### config.mk
export PLATFORM = sky130hd
export DESIGN_NAME = dcache_l1_controller
export DESIGN_NICKNAME = d
export VERILOG_FILES = /design/src/rtl/dcache_pkg.sv /design/src/rtl/sat_counter.sv /design/src/rtl/dcache_l1_controller.sv
export SDC_FILE = /design/constraint.sdc
export NUM_CORES = 1
export LEC_CHECK = 0
export CAP_MARGIN = 10
export CORE_AREA = 2 2 204 206
export DETAILED_ROUTE_END_ITERATION = 10
export DIE_AREA = 0 0 206 208
export PLACE_DENSITY = 0.67
export SYNTH_ARGS = -nofsm -noshare
export SYNTH_HDL_FRONTEND = slang
export SYNTH_SLANG_ARGS = --single-unit
### constraint.sdc
create_clock -name i_clk -period 6.1 [get_ports i_clk]
set_clock_uncertainty 0.2 [all_clocks]
set_input_delay 1.525 -clock i_clk [delete_from_list [all_inputs] [get_ports i_clk]]
set_output_delay 1.525 -clock i_clk [all_outputs]
set_load 0.01 [all_outputs]
### src/rtl/dcache_pkg.sv
// rtl/dcache_pkg.sv - shared types and field positions for the L1 data cache controller
//
// Purpose: controller state encoding, address field positions and line width.
// Ports:   none (package).
package dcache_pkg;

  localparam int LINE_W     = 128;
  localparam int TAG_LSB    = 7;   // tag   = addr[31:7]
  localparam int INDEX_LSB  = 4;   // index = addr[6:4]
  localparam int OFFSET_LSB = 2;   // word  = addr[3:2]

  typedef enum logic [2:0] {
    IDLE   = 3'd0,
    LOOKUP = 3'd1,
    MREQ   = 3'd2,
    FILL   = 3'd3,
    RETRY  = 3'd4,
    WT     = 3'd5,
    DONE   = 3'd6
  } state_t;

endpackage

### src/rtl/sat_counter.sv
// rtl/sat_counter.sv - saturating event counter with synchronous clear
//
// Purpose: counts i_inc pulses, holding at all-ones instead of wrapping.
// Ports:   i_clk   clock
//          i_clr   synchronous clear (wins over i_inc)
//          i_inc   count one event this cycle
//          o_count current count
module sat_counter #(
  parameter int W = 16
) (
  input  logic         i_clk,
  input  logic         i_clr,
  input  logic         i_inc,
  output logic [W-1:0] o_count
);

  logic [W-1:0] r_count;
  logic [W-1:0] w_next;

  always_comb begin
    w_next = r_count;
    if (i_inc && (r_count != {W{1'b1}})) begin
      w_next = r_count + W'(1);
    end
  end

  always_ff @(posedge i_clk) begin
    if (i_clr) begin
      r_count <= '0;
    end else begin
      r_count <= w_next;
    end
  end

  assign o_count = r_count;

endmodule

### src/rtl/dcache_l1_controller.sv
// rtl/dcache_l1_controller.sv - miss/fill/write-through sequencer for the 8-line direct-mapped L1 D-cache
//
// Purpose: latches a CPU load/store, probes the cache array, fetches and installs
//          the line on a miss, retries the probe, and writes every store through
//          to memory (write-allocate, write-through).
// Ports:   i_clk, i_rst                  clock, synchronous active-high reset
//          i_cpu_*  / o_cpu_stall/done   CPU memory-stage request and handshake
//          i_cache_hit / o_cache_*       cache array probe strobes and hit flag
//          o_fill_*                      one-cycle line install into the array
//          o_mem_* / i_mem_*             memory request/ready handshake
//          o_miss_count, o_wt_count      saturating event counters
module dcache_l1_controller #(
  parameter int ADDR_W = 32,
  parameter int DATA_W = 32,
  parameter int LINE_W = dcache_pkg::LINE_W,
  parameter int CNT_W  = 16
) (
  input  logic              i_clk,
  input  logic              i_rst,
  input  logic              i_cpu_read,
  input  logic              i_cpu_write,
  input  logic [ADDR_W-1:0] i_cpu_addr,
  input  logic [DATA_W-1:0] i_cpu_wdata,
  output logic              o_cpu_stall,
  output logic              o_cpu_done,
  input  logic              i_cache_hit,
  output logic              o_cache_read,
  output logic              o_cache_write,
  output logic [ADDR_W-1:0] o_cache_addr,
  output logic [DATA_W-1:0] o_cache_wdata,
  output logic              o_fill_valid,
  output logic [ADDR_W-1:0] o_fill_addr,
  output logic [LINE_W-1:0] o_fill_data,
  output logic              o_mem_req,
  output logic              o_mem_we,
  output logic [ADDR_W-1:0] o_mem_addr,
  output logic [DATA_W-1:0] o_mem_wdata,
  input  logic              i_mem_ready,
  input  logic [LINE_W-1:0] i_mem_rdata,
  output logic [CNT_W-1:0]  o_miss_count,
  output logic [CNT_W-1:0]  o_wt_count
);

  import dcache_pkg::*;

  state_t            r_state;
  logic [ADDR_W-1:0] r_addr;
  logic [DATA_W-1:0] r_wdata;
  logic              r_is_wr;
  logic              r_retried;   // this request has already been filled once
  logic [LINE_W-1:0] r_line;
  logic              r_cpu_done;
  logic              r_cache_read;
  logic              r_cache_write;
  logic              r_fill_valid;
  logic              r_mem_req;
  logic              r_mem_we;
  logic [ADDR_W-1:0] r_mem_addr;
  logic [DATA_W-1:0] r_mem_wdata;

  logic              w_req;
  logic              w_miss_inc;
  logic              w_wt_inc;
  logic [ADDR_W-1:0] w_line_addr;
  logic [ADDR_W-1:0] w_word_addr;

  assign w_req       = i_cpu_read | i_cpu_write;
  assign w_line_addr = {r_addr[ADDR_W-1:TAG_LSB], r_addr[TAG_LSB-1:INDEX_LSB], {INDEX_LSB{1'b0}}};
  assign w_word_addr = {r_addr[ADDR_W-1:OFFSET_LSB], {OFFSET_LSB{1'b0}}};

  // Only the first miss of a request is counted; the post-fill probe never is.
  assign w_miss_inc = (r_state == LOOKUP) && !i_cache_hit && !r_retried;
  assign w_wt_inc   = (r_state == WT) && i_mem_ready;

  always_ff @(posedge i_clk) begin
    if (i_rst) begin
      r_state       <= IDLE;
      r_addr        <= '0;
      r_wdata       <= '0;
      r_is_wr       <= 1'b0;
      r_retried     <= 1'b0;
      r_line        <= '0;
      r_cpu_done    <= 1'b0;
      r_cache_read  <= 1'b0;
      r_cache_write <= 1'b0;
      r_fill_valid  <= 1'b0;
      r_mem_req     <= 1'b0;
      r_mem_we      <= 1'b0;
      r_mem_addr    <= '0;
      r_mem_wdata   <= '0;
    end else begin
      r_cpu_done    <= 1'b0;
      r_cache_read  <= 1'b0;
      r_cache_write <= 1'b0;
      r_fill_valid  <= 1'b0;
      case (r_state)
        IDLE: begin
          if (w_req) begin
            r_addr        <= i_cpu_addr;
            r_wdata       <= i_cpu_wdata;
            r_is_wr       <= i_cpu_write;   // a store wins when both are raised
            r_retried     <= 1'b0;
            r_cache_read  <= ~i_cpu_write;
            r_cache_write <= i_cpu_write;
            r_state       <= LOOKUP;
          end
        end
        LOOKUP: begin
          if (i_cache_hit) begin
            if (r_is_wr) begin
              r_mem_req   <= 1'b1;
              r_mem_we    <= 1'b1;
              r_mem_addr  <= w_word_addr;
              r_mem_wdata <= r_wdata;
              r_state     <= WT;
            end else begin
              r_cpu_done  <= 1'b1;
              r_state     <= DONE;
            end
          end else if (r_retried) begin
            // Freshly installed line missed again: abandon without completing.
            r_state <= IDLE;
          end else begin
            r_mem_req  <= 1'b1;
            r_mem_we   <= 1'b0;
            r_mem_addr <= w_line_addr;
            r_state    <= MREQ;
          end
        end
        MREQ: begin
          if (i_mem_ready) begin
            r_line       <= i_mem_rdata;
            r_mem_req    <= 1'b0;
            r_fill_valid <= 1'b1;
            r_state      <= FILL;
          end
        end
        FILL: begin
          r_state <= RETRY;
        end
        RETRY: begin
          r_retried     <= 1'b1;
          r_cache_read  <= ~r_is_wr;
          r_cache_write <= r_is_wr;
          r_state       <= LOOKUP;
        end
        WT: begin
          if (i_mem_ready) begin
            r_mem_req  <= 1'b0;
            r_mem_we   <= 1'b0;
            r_cpu_done <= 1'b1;
            r_state    <= DONE;
          end
        end
        DONE: begin
          r_state <= IDLE;
        end
        default: begin
          r_state <= IDLE;
        end
      endcase
    end
  end

  always_ff @(posedge i_clk) begin
    if (!i_rst && (r_state == LOOKUP) && r_retried) begin
      assert (i_cache_hit)
        else $error("dcache: line at %h missed again after being filled", r_addr);
    end
  end

  sat_counter #(.W(CNT_W)) u_miss_cnt (
    .i_clk   (i_clk),
    .i_clr   (i_rst),
    .i_inc   (w_miss_inc),
    .o_count (o_miss_count)
  );

  sat_counter #(.W(CNT_W)) u_wt_cnt (
    .i_clk   (i_clk),
    .i_clr   (i_rst),
    .i_inc   (w_wt_inc),
    .o_count (o_wt_count)
  );

  // Stall is the one combinational output so the pipeline freezes in the request cycle.
  assign o_cpu_stall   = ((r_state == IDLE) && w_req) || ((r_state != IDLE) && !r_cpu_done);
  assign o_cpu_done    = r_cpu_done;
  assign o_cache_read  = r_cache_read;
  assign o_cache_write = r_cache_write;
  assign o_cache_addr  = r_addr;
  assign o_cache_wdata = r_wdata;
  assign o_fill_valid  = r_fill_valid;
  assign o_fill_addr   = w_line_addr;
  assign o_fill_data   = r_line;
  assign o_mem_req     = r_mem_req;
  assign o_mem_we      = r_mem_we;
  assign o_mem_addr    = r_mem_addr;
  assign o_mem_wdata   = r_mem_wdata;

endmodule
# [After elaboration in Yosys (flattened, before gate mapping)]
# Index checks and enable logic that the tools add are counted.
[totals] regBits=299 output_inout_bits=327 in_bits=198 wordCells=91
[classes] addsub=2 n_reduce_logical=26 n_mux=28 n_bitwise=4 eq_ne=15
[ops] operator="$mux W32" n=3
[ops] operator="$add A16 B1 Y16 const B" n=2
[ops] operator="$ne A16 B16 Y1 const B" n=2
[ops] operator="$pmux W3 S6" n=1
[ops] operator="$mux W1" n=12
[ops] operator="$mux W3" n=4
[ops] operator="$pmux W1 S2" n=6
[ops] operator="$reduce_and A3 Y1" n=3
[ops] operator="$ne A2 B2 Y1 const B" n=4
[ops] operator="$reduce_and A4 Y1" n=2
[ops] operator="$logic_and A1 B1 Y1" n=7
[ops] operator="$eq A3 B2 Y1 const B" n=2
[ops] operator="$eq A3 B3 Y1 const B" n=2
[ops] operator="$ne A3 B3 Y1 const B" n=2
[ops] operator="$reduce_and A2 Y1" n=3
[ops] operator="$reduce_bool A2 Y1" n=3
[ops] operator="$mux W2" n=2
[ops] operator="$ne A2 B1 Y1 const B" n=2
[ops] operator="$reduce_or A2 Y1" n=2
[ops] operator="$eq A3 B1 Y1 const B" n=1
[ops] operator="$logic_not A1 Y1" n=3
[ops] operator="$logic_not A3 Y1" n=1
[ops] operator="$not A1 Y1" n=3
[ops] operator="$reduce_bool A3 Y1" n=1
[ops] operator="2 further kinds" n=2

# [Depth between registers and ports, before layout]
[logic_depth] word_depth=4 ltp_mapped=7 mapped_depth_nobuf=5

# [Modules after synthesis]
# From an unflattened synthesis, not the netlist that was laid out.
[hier_totals] hier_cells=1333 hier_area_um2=12092.8
[by_module_without_submodules] module="dcache_l1_controller" cells_each=1135 area_each_um2=10396.2 n_inst=1 seq_area_each_um2=5305.1
[by_module_without_submodules] module="sat_counter" cells_each=99 area_each_um2=848.3 n_inst=2 seq_area_each_um2=320.3

# [Worst setup path after synthesis]
# Ideal clock, no wire load.
[synth_path] path_kind="input to register" start="input port i_cache_hit" end="register u_miss_cnt.r_count[12], in the netlist u_miss_cnt.o_count[12]" n_path_buf=2 setup_ns=0.070 cell_stages=6 required_ns=5.830 arrival_time_ns=3.322 path_slack_ns=2.507 cell_sequence="buf_2 -> or4b_4 -> or4_1 -> buf_2 -> or4_1 -> a21oi_1"
[synth_via] elab_chain_cells=4
[synth_rtl] item="start, declared" line_no="dcache_l1_controller.sv:26" rtl="input logic i_cache_hit,"
[synth_rtl] item="$logic_not A1 Y1" line_no="dcache_l1_controller.sv:72" rtl="assign w_miss_inc = (r_state == LOOKUP) && !i_cache_hit && !r_retried;"
[synth_rtl] item="$logic_and A1 B1 Y1 (2 in a row)" line_no="dcache_l1_controller.sv:72"
[synth_rtl] item="$logic_and A1 B1 Y1" line_no="sat_counter.sv:22" rtl="if (i_inc && (r_count != {W{1'b1}})) begin"
[synth_rtl] item="end signal, assigned" line_no="sat_counter.sv:31" rtl="r_count <= w_next;"
[synth_rtl] item="end, declared" line_no="sat_counter.sv:17" rtl="logic [W-1:0] r_count;"
# No other way between the ends.
# A chain may end at the register's enable or synchronous reset.

# [Worst setup path in the final report]
[layout_path] start="input port i_cpu_write" end="output port o_cpu_stall"
[layout_via] elab_chain_cells=3
[layout_rtl] item="start, declared" line_no="dcache_l1_controller.sv:21" rtl="input logic i_cpu_write,"
[layout_rtl] item="$or A1 B1 Y1" line_no="dcache_l1_controller.sv:67" rtl="assign w_req = i_cpu_read | i_cpu_write;"
[layout_rtl] item="$logic_and A1 B1 Y1" line_no="dcache_l1_controller.sv:187" rtl="assign o_cpu_stall = ((r_state == IDLE) && w_req) || ((r_state != IDLE) && !r_cpu_done);"
[layout_rtl] item="$logic_or A1 B1 Y1" line_no="dcache_l1_controller.sv:187"
[layout_rtl] item="end, declared" line_no="dcache_l1_controller.sv:24" rtl="output logic o_cpu_stall,"
# No other way between the ends.

==> flow_summary.toml <==
[drt]
drt_pass1_iterations = 5
antenna_left = 0
vias_per_cell = 4.64
drtIter0Drc = 504
wirelength_mm = 40.0
post_drt_wl_per_cell_um = 16.7
drc = 0
vias = 11100

[logic_synthesis]
ys_seq_area_frac = 0.538
synthArstFlopShare = 0
synthTopCellsByCount = "518 x nand2_1, 297 x dfxtp_1, 284 x a21oi_1"
synthFlopType = "dfxtp_1"
synth_seq_cells = 297
synth_top_area_frac = 0.538
postSynthCellCount = 1401
yosys_warnings = 0
synth.distinct_cells = 45
synth-edff-count = 0
yosys.cell_count.top_type = "nand2_1"
syn_area_per_cell_um2 = 7.88
netlist_area_um2 = 11000
synth.area.top_cells = "dfxtp_1 54%, nand2_1 18%, a21oi_1 13%"
synth_top_area_cell = "dfxtp_1"

[sta]
max_clock_freq_mhz = 202
relSlewSlack = 0.318
finalHoldViolations = 0
worstMarginPinSlew_ps = 1020
fin_crit_sh = 0.811
fin_crit_ps = 4940
setup-tns-final_ps = 0
maxSlewViolCount = 0
rsz0062_at_grt = "false"
whs_ps = 248
finalSetupViolations = 0

[die]
die_h_um = 208
die_w_um = 206
rows = 74
die-area_um2 = 42800
initial_utilization = 0.272
io_pins = 525
coreArea_um2 = 40600

[clock_network]
cts.sink_count = 297
cts_resized = 0
cts_setup_buffers = 0
hold_buffers = 0
htree_levels = 2
tritoncts = "yes"
clock_latency_ps = 530
clk_pin_slew_ps = 60
cts-root-buf = "clkbuf_16"
cts_buffer_depth = 3
numCtsBuffers = 35

[global_routing]
grt_max_degree = 149
overflow = 0
antenna_found_initial = 2
grtUsageTotal = 0.179
grt_pass1_vias = 10600
grt_first_pass_wirelength_mm = 60.0

[worst_hold_path]
holdCritPathClass = "register to register"
holdPathStages = 2
hold_start = "o_mem_addr[6]"
min_to = "o_mem_addr[6]"

[place]
place_inst = 2340
hpwl_mm = 28.2
gp_congestion = 0.780
port-buffer-count = 518

[power]
leakagePower_uw = 0.00591
pwr_density_cell_nw_per_um2 = 285
power.total_uw = 5020
ir_drop_v = 0.000196

[finish]
layout-drive-gt1-share = 0.0428
layout.nets = 2045
areaGrowthSynthToFinish_pct = 59.7
nFillCells = 3967
fin_cells = 2401

[worst_setup_path]
crit_arrival_ps = 3220
path_common_cell = "clkdlybuf4s50_1"
rr_worst_depth = 5
start_kind = "input port"
cp_cell_sequence = "clkdlybuf4s50_1 -> nor3_1 -> a21oi_1 -> clkdlybuf4s50_1"
cpPeakStageDelay_ps = 630
r2r_setup_slack_ps = 3220
critPathKind = "input port to output pin"
r2r-start = "r_state[0]"
cp_max_fo = 6
r2r-end = "o_fill_data[11]"
endpoint_kind = "output pin"
cpMaxStageDelayCell = "clkdlybuf4s50_1"
cp_data_required_time_ps = 4380

[flow_run]
maxCapViolations = 0

[outcome]
status = "completed"
## critical path: cells and delay by family
family / cells / cell delay [ps]
buffers and inverters: 2 / 1250
AOI/OAI and AO/OA: 1 / 310
and+or+nand+nor: 1 / 130
## per-layer routing
| layer | vias to the layer above | part of all wire | GRT usage |
|---|---|---|---|
| li1 | 5501 | - | - |
| met3 | 66 | 0.086 | 0.0645 |
| met1 | 5185 | 0.39 | 0.198 |
| met5 | - | 0 | 0 |
| met4 | 0 | 0.032 | 0.0643 |
| met2 | 384 | 0.50 | 0.313 |
## through the flow
stage / utilization / cell area, um^2 / worst slack, ps
6_report: 0.435 / 17600 / 1160
5_1_grt: 0.435 / 17600 / 1100
4_1_cts: 0.435 / 17600 / 1160
3_5_place_dp: 0.406 / 16500 / 1170
3_3_place_gp: 0.406 / 16500 / 1170
2_1_floorplan: - / 11100 / 2510
## placed cells by master, fill, tap and decap left out, drive strengths merged, types with 2 or more instances in the layout
cell / instances
nand4: 11
bufinv: 3
o31ai: 15
clkbuf: 53
nand2: 518
or4: 15
o31a: 2
clkinvlp: 2
mux2: 4
o21bai: 2
a211oi: 2
a21o: 2
o211ai: 2
nor3: 6
diode: 2
a31oi: 3
inv: 4
a2111oi: 2
dfxtp: 297
ha: 2
nor4: 6
clkdlybuf4s50: 517
nor2b: 9
o21ai: 12
nand3b: 3
nand3: 17
or3: 12
conb: 6
buf: 15
and4: 3
nor2: 19
and3: 3
a21oi: 284
nand2b: 4
## final cells by class
type / instances / area, um^2 / share of cell area
Sequential cell: 297 / 5950 / 0.337
Timing Repair Buffer: 532 / 5310 / 0.301
Multi-Input combinational cell: 975 / 4530 / 0.257
Clock buffer: 53 / 1060 / 0.0599
Tap cell: 532 / 666 / 0.0377
Clock inverter: 6 / 110 / 0.00624
Inverter: 4 / 15.0 / 0.000851
Antenna cell: 2 / 5.00 / 0.000284
## state kept, by name (all words and copies together), names as in the netlist, 3 cells and up
name,count
u_miss_cnt.o_count,16
o_cache_wdata,32
u_wt_cnt.o_count,16
o_mem_addr,30
o_cache_addr,32
o_fill_data,128
o_mem_wdata,32
r_state,3
## worst max path at each step
stage	startpoint	endpoint	slack (ps)
after floorplan	i_cache_hit	u_miss_cnt.o_count[12]	2510
after global placement	i_cpu_write	o_cpu_stall	1170
after detailed placement	i_cpu_write	o_cpu_stall	1170
after CTS	i_cpu_write	o_cpu_stall	1160
after global routing	i_cpu_write	o_cpu_stall	1100
final	i_cpu_write	o_cpu_stall	1160
## report_power, final
group          total [uW]  internal [uW]  leakage, uW  switching (uW)
Sequential           2120           2040      0.00241            78.0
Clock                2140           1320     0.000564             827
Combinational         765            382      0.00294             383
## logic make-up (layout without fill, tap and decap cells)
| group | after synthesis | after routing | share of synthesized area |
|---|---|---|---|
| simple gates | 632 | 632 | 0.238 |
| xor+xnor | 1 | 1 | 0.000793 |
| fa+ha+maj | 2 | 2 | 0.00227 |
| buf+inv | 134 | 595 | 0.0580 |
| flops | 297 | 297 | 0.538 |
| compound gates | 329 | 329 | 0.157 |
| other cells | 1 | 8 | 0.000340 |
| mux | 5 | 5 | 0.00499 |
(Power assumes the default switching activity.)
